$ cat src/rtl/micro_seq_pkg.sv
// micro_seq_pkg: shared cond encodings, FSM states and address constants for micro_sequencer
package micro_seq_pkg;
    localparam int UADDR_W = 5;
    localparam logic [UADDR_W-1:0] FETCH_ADDR = 5'b00000;
    localparam logic [UADDR_W-1:0] NOMAP_ADDR = 5'b11111;
    localparam logic [2:0] COND_INC   = 3'b000;
    localparam logic [2:0] COND_JMP   = 3'b001;
    localparam logic [2:0] COND_JZ    = 3'b010;
    localparam logic [2:0] COND_JNZ   = 3'b011;
    localparam logic [2:0] COND_MAP   = 3'b100;
    localparam logic [2:0] COND_FETCH = 3'b101;
    localparam logic [2:0] COND_CALL  = 3'b110;
    localparam logic [2:0] COND_RET   = 3'b111;
    typedef enum logic [1:0] {RUN, WAIT, HALT} state_t;
endpackage

$ cat src/rtl/micro_ret_reg.sv
// micro_ret_reg: one-entry micro-call return register used when USTACK_EN is defined
module micro_ret_reg
    import micro_seq_pkg::*;
(
    input  logic               clk,
    input  logic               rst,
    input  logic               push,
    input  logic               pop,
    input  logic [UADDR_W-1:0] d,
    output logic [UADDR_W-1:0] ret_addr,
    output logic               ret_valid
);
    always_ff @(posedge clk) begin
        if (rst) begin
            ret_addr  <= '0;
            ret_valid <= 1'b0;
        end else if (push) begin
            ret_addr  <= d;
            ret_valid <= 1'b1;
        end else if (pop) begin
            ret_valid <= 1'b0;
        end
    end
endmodule

$ cat src/rtl/micro_sequencer.sv
// micro_sequencer: micro-PC sequencer with wait/halt FSM and dispatch counter; USTACK_EN adds call/return
module micro_sequencer
    import micro_seq_pkg::*;
(
    input  logic               clk,
    input  logic               rst,
    input  logic [UADDR_W-1:0] map_addr,
    input  logic [UADDR_W-1:0] next_addr,
    input  logic [2:0]         cond,
    input  logic               z,
    input  logic               mem_wait,
    output logic [UADDR_W-1:0] upc,
    output logic               halted,
    output logic               err,
    output logic [15:0]        disp_cnt
);
    state_t             state, state_n;
    logic [UADDR_W-1:0] upc_n, inc;
    logic [15:0]        cnt_n;
    logic               err_n, fault;
`ifdef USTACK_EN
    logic               push, pop, ret_valid;
    logic [UADDR_W-1:0] ret_addr;
    micro_ret_reg u_ret (
        .clk(clk), .rst(rst), .push(push), .pop(pop), .d(inc),
        .ret_addr(ret_addr), .ret_valid(ret_valid)
    );
`endif
    assign inc    = upc + 5'd1;
    assign halted = (state == HALT);
    always_comb begin
        state_n = state;
        upc_n   = upc;
        err_n   = err;
        cnt_n   = disp_cnt;
        fault   = 1'b0;
`ifdef USTACK_EN
        push    = 1'b0;
        pop     = 1'b0;
`endif
        if (state != HALT && mem_wait) state_n = WAIT;
        else if (state != HALT) begin
            state_n = RUN;
            case (cond)
                COND_INC:   upc_n = inc;
                COND_JMP:   upc_n = next_addr;
                COND_JZ:    upc_n = z ? next_addr : inc;
                COND_JNZ:   upc_n = z ? inc : next_addr;
                COND_MAP: begin
                    fault = (map_addr == NOMAP_ADDR);
                    upc_n = fault ? upc : map_addr;
                    cnt_n = (fault || &disp_cnt) ? disp_cnt : disp_cnt + 16'd1;
                end
                COND_FETCH: upc_n = FETCH_ADDR;
`ifdef USTACK_EN
                COND_CALL: begin
                    fault = ret_valid;
                    push  = !ret_valid;
                    upc_n = ret_valid ? upc : next_addr;
                end
                COND_RET: begin
                    fault = !ret_valid;
                    pop   = ret_valid;
                    upc_n = ret_valid ? ret_addr : upc;
                end
`else
                default:    upc_n = inc;
`endif
            endcase
            if (fault) begin
                state_n = HALT;
                err_n   = 1'b1;
            end
        end
    end
    always_ff @(posedge clk) begin
        if (rst) begin
            state    <= RUN;
            upc      <= FETCH_ADDR;
            err      <= 1'b0;
            disp_cnt <= '0;
        end else begin
            state    <= state_n;
            upc      <= upc_n;
            err      <= err_n;
            disp_cnt <= cnt_n;
        end
    end
endmodule

$ cat config.mk
export PLATFORM = sky130hd
export DESIGN_NAME = micro_sequencer
export DESIGN_NICKNAME = d
export VERILOG_FILES = /design/src/rtl/micro_seq_pkg.sv /design/src/rtl/micro_ret_reg.sv /design/src/rtl/micro_sequencer.sv
export SDC_FILE = /design/constraint.sdc
export NUM_CORES = 1
export LEC_CHECK = 0
export BUFFER_PORTS_ARGS = -buffer_cell sky130_fd_sc_hd__buf_2
export CORE_ASPECT_RATIO = 0.6
export CORE_UTILIZATION = 51
export CTS_CLUSTER_DIAMETER = 30
export DETAILED_ROUTE_END_ITERATION = 10
export GPL_ROUTABILITY_DRIVEN = 0
export PLACE_DENSITY = 0.84
export SYNTH_ARGS = -nofsm -noshare
export SYNTH_HDL_FRONTEND = slang
export SYNTH_SLANG_ARGS = --single-unit
$ cat constraint.sdc
create_clock -name clk -period 2.2 [get_ports clk]
set_input_delay 0.11 -clock clk [delete_from_list [all_inputs] [get_ports clk]]
set_output_delay 0.11 -clock clk [all_outputs]
set_load 0.02 [all_outputs]
* After elaboration in Yosys (flattened, before gate mapping) *
Index checks and enable logic that the tools add are counted.

cells by class
  add/sub/neg operators = 2
  equality and inequality tests = 9
  multiplexer cells = 10
  bitwise operators = 2
  reduce and logical (&&, ||, !) cells = 8

operators by type and width
  operator               number
  $pmux 5 s5             1
  $add 16x1->16 const B  1
  $reduce_and 16->1      1
  $mux 5                 3
  $eq 3x2->1 const B     2
  $eq 3x3->1 const B     2
  $reduce_and 3->1       2
  $add 5x1->5 const B    1
  $eq 5x5->1 const B     1
  $mux 1                 5
  $ne 2x2->1 const B     2
  $reduce_and 4->1       1
  $eq 3x1->1 const B     1
  $eq 2x2->1 const B     1
  $mux 2                 1
  $not 1->1              2
  $reduce_bool 2->1      1
  $reduce_or 2->1        1
  $logic_and 1x1->1      1
  $logic_or 1x1->1       1

word-level totals
  bits in registers = 24
  input port bits = 17
  output and inout port bits = 23
  word-level logic and storage cells = 36

* Depth between registers and ports, before layout *
  word-level depth = 7
  depth in mapped cells = 6
  depth with buffers taken out = 6

* Worst setup path after synthesis *
OpenSTA, ideal clock, no wires.

  path type = register -> register
  start = reg disp_cnt[4]
  end = reg disp_cnt[13]
  setup time = 0.121 ns
  arrival = 1.711 ns
  required time = 2.079 ns
  path slack = 0.368 ns
  stages on the path, launching flop included = 5
  buffers on the path = 0
  clock period less this slack = 1.832 ns
  cells stage by stage = dfxtp_1 nand4_4 or4_4 nand4b_1 mux2_2

on the way
  cells in the longest elaborated chain, start to end = 4
  elaborated cells on any way between the ends = 5
  those cells by class = 1 x add/sub; 1 x bitwise; 3 x reduce/logical

RTL lines
  element                                                RTL line               RTL
  start, declared                                        micro_sequencer.sv:15  output logic [15:0] disp_cnt
  start signal, assigned                                 micro_sequencer.sv:86  disp_cnt <= cnt_n;
  branches (longest 4 deep; another with $add 16x1->16)  -

Several ways; the timed one is not identified.
A chain may end at the register's enable or synchronous reset.

* Worst setup path in the final report *
  start = reg disp_cnt[3]
  end = reg disp_cnt[1]

on the way
  cells in the longest elaborated chain, start to end = 4

RTL lines
  element                     RTL line               RTL
  $reduce_and 16->1           micro_sequencer.sv:52  cnt_n = (fault || &disp_cnt) ? disp_cnt : disp_cnt + 16'd1;
  $logic_or 1x1->1            micro_sequencer.sv:52
  $not 1->1 (no line)         -
  $reduce_and 4->1 (no line)  -

Every way passes these cells.

==> impl_metrics.yaml <==
route:
  antenna_left: 0
  drc: 0
  avgRoutedWirePerCell_um: 15.2
  drtPass1Iterations: 5
  viasPerCell: 6.30
  drt_wl_total_um: 3630
  via_count: 1506
  drtIter0Drc: 187
floorplan:
  die_y_um: 42.6
  coreArea_mm2: 0.00256
  dieArea_mm2: 0.00297
  io_pins: 40
  initial_core_util_pct: 54.7
  row_count: 14
  die_width_um: 69.6
pwr:
  leakage_nw: 0.691
  ir_drop_v: 0.000482
  p_per_area_mw_per_mm2: 567
  power_uw: 953
cts:
  cts_resized: 0
  clk_latency_ns: 0.27
  clock-sinks: 24
  h-tree-depth: 1
  clock_path_buffers: 2
  ctsHoldBuffers: 0
  cts_inserted_buffers: 3
  cts_root_buf: "clkbuf_8"
  path_clk_slew_ns: 0.09
  cts_tree: "yes"
  post_cts_buffers: 0
layout:
  drive_above_1_share_pct: 26.6
  area_delta_synth_final_pct: 20.1
  postLayoutCoreUtil_pct: 65.8
  fin_area_mm2: 0.00168
  fin_nets: 227
  diodes: 0
setup_path:
  reg2reg_to: "disp_cnt[1]$_SDFFE_PP0P_"
  worstPathMaxFanout: 8
  r2r-start: "disp_cnt[3]$_SDFFE_PP0P_"
  regToRegSetupSlack_ns: 0.35
  crit_start: "disp_cnt[3]$_SDFFE_PP0P_"
  cp.required_ns: 2.34
  startpoint_type: "flop"
  end_kind: "flop"
  crit_arrival_ns: 1.99
  ff2ff_path_depth: 5
  critical_path_class: "flop to flop"
global_route:
  grt_pass1_vias: 1302
  grt_pass1_wl_um: 6070
  gr-usage-all-layers_pct: 25.7
  grt.overflow.total: 0
  grt_max_degree: 30
  antenna_found_initial: 0
placement:
  dpl.hpwl_um: 2630
  portBuffers: 39
  placed_area_mm2: 0.00161
timing:
  fmax_mhz: 540
  hold_viol_final: 0
  relSlewSlack_pct: 63.3
  rsz0062_at_grt: "false"
  fin_crit_sh_pct: 84.1
  setup_viol: 0
  finalCriticalPeriod_ns: 1.85
  slew_viol_final: 0
  tightest_slew_ns: 0.551
  setup_tns_ns: 0
  fin_worst_skew_ns: 0.00808
synth:
  synthesis.area_mm2: 0.00140
  syn_inst: 170
  synth_seq_cells: 24
  synth-main-ff-cell: "dfxtp_1"
  synth_edf_count: 0
  synth_seq_area_share_pct: 34.3
  synth_area_per_cell_um2: 8.24
  synth_cell_type_count: 43
  yosysWarnings: 0
  synth_nets: 189
  async_flop_share_pct: 0
flow_run:
  cap_violations: 0
run_status:
  outcome: "complete, no violations"
hold_path:
  hold_start: "next_addr[1]"
  holdPathEnd: "upc[1]$_SDFFE_PP0P_"
  min_path_type: "input pin to flop"
  holdPathStages: 3
==> metal layers <==
metal / vias up / GRT usage [%] / part of all wire (%)
li1: 712 / - / -
met1: 712 / 37.2 / 47
met2: 74 / 37.7 / 44
met3: 8 / 6.49 / 7.6
met4: 0 / 7.60 / 1.7
met5: - / 0 / 0
==> through the flow <==
stage | hold WS (ns) | setup slack (ns) | instances
floorplan | 0.252 | 0.368 | 170
global placement | 0.379 | 0.469 | 235
detailed placement | 0.385 | 0.389 | 235
CTS | 0.124 | 0.345 | 239
global route | 0.112 | 0.195 | 239
finish | 0.128 | 0.349 | 239
==> placed cells by master (no fill, tap or decap), drive strengths merged <==
master   n
ha       2
nand2b   4
mux2i    2
a31oi    2
dfxtp   24
mux2     2
nor2    28
and3     4
nor4     2
and4     1
xor2     5
nand4b   2
nand4    7
nand3b   2
o32ai    3
inv      4
bufinv   1
a221oi   2
nand2    6
and2b    1
nor3b    3
nand3   13
buf     39
a21oi   11
a21boi   1
clkbuf   3
a22oi    4
a211oi   6
nor2b    3
o21ai    5
a311oi   2
or3      4
a31o     1
or4      2
nor3     6
==> final cells by class <==
| class | instances | area, um^2 |
|---|---|---|
| well taps | 32 | 40.0 |
| flip-flops and latches | 24 | 480 |
| clock buffers | 3 | 41.3 |
| repair buffers | 39 | 195 |
| clock inverters | 1 | 30.0 |
| fillers | 210 | 876 |
| inverters | 4 | 15.0 |
| multi-input cells | 136 | 880 |
==> cells in the mapped netlist, types with 2 or more instances <==
master | number | share of area [%]
nor4_1 | 2 | 0.89
inv_1 | 4 | 1.1
a21oi_1 | 10 | 3.6
nand4_1 | 6 | 2.7
nor3_1 | 6 | 2.1
nand2_1 | 6 | 1.6
nand3b_1 | 2 | 1.1
nor2_1 | 27 | 7.2
a31oi_1 | 2 | 0.89
nor3b_1 | 2 | 1.1
dfxtp_1 | 24 | 34
ha_1 | 2 | 1.8
o21ai_0 | 5 | 1.8
nand4b_1 | 2 | 1.3
mux2i_1 | 2 | 1.4
or4_4 | 2 | 1.6
a211oi_1 | 6 | 3.2
and3_1 | 2 | 0.89
nand2b_1 | 4 | 1.8
nand3_1 | 12 | 4.3
o32ai_1 | 3 | 1.9
clkbuf_1 | 3 | 0.80
mux2_2 | 2 | 1.6
a22oi_1 | 4 | 2.1
or3_1 | 4 | 1.8
nor2b_1 | 3 | 1.3
a311oi_1 | 2 | 1.3
xor2_1 | 5 | 3.1
a221oi_1 | 2 | 1.3
==> cells by family (layout without fill, tap and decap cells) <==
kind of cell             count (synthesis)  after routing  share of synthesized area, %
AO/OA/AOI/OAI                           37             37                          18.6
adder cells (fa/ha/maj)                  2              2                          1.79
XOR/XNOR                                 5              5                          3.13
AND/OR/NAND/NOR                         88             88                          36.3
multiplexers                             4              4                          3.04
flip-flops                              24             24                          34.3
buffers and inverters                   10             47                          2.86
==> power by group <==
part	internal (mW)	leakage, nW	switching [mW]
clock network	0.243	0.0357	0.147
registers	0.443	0.195	0.00945
logic	0.0424	0.460	0.0686
total	0.728	0.691	0.225
==> state kept, by name, indices dropped and copies added (netlist names) <==
name and flops:
state 2, disp_cnt 16, err 1, upc 5
==> critical path, cell delays in order, from the launching register on <==
cell and delay, ns:
dfxtp_1 0.47, nand4_4 0.18, or4_4 0.62, nand3_1 0.19, mux2i_1 0.21, nor2_1 0.06
==> how the worst max path moves through the flow <==
stage | slack [ns] | end
after floorplan | 0.37 | disp_cnt[13]$_SDFFE_PP0P_
after global placement | 0.47 | disp_cnt[13]$_SDFFE_PP0P_
after detailed placement | 0.39 | disp_cnt[13]$_SDFFE_PP0P_
after CTS | 0.35 | disp_cnt[1]$_SDFFE_PP0P_
after global routing | 0.19 | disp_cnt[12]$_SDFFE_PP0P_
final | 0.35 | disp_cnt[1]$_SDFFE_PP0P_
(Power assumes the default switching activity.)
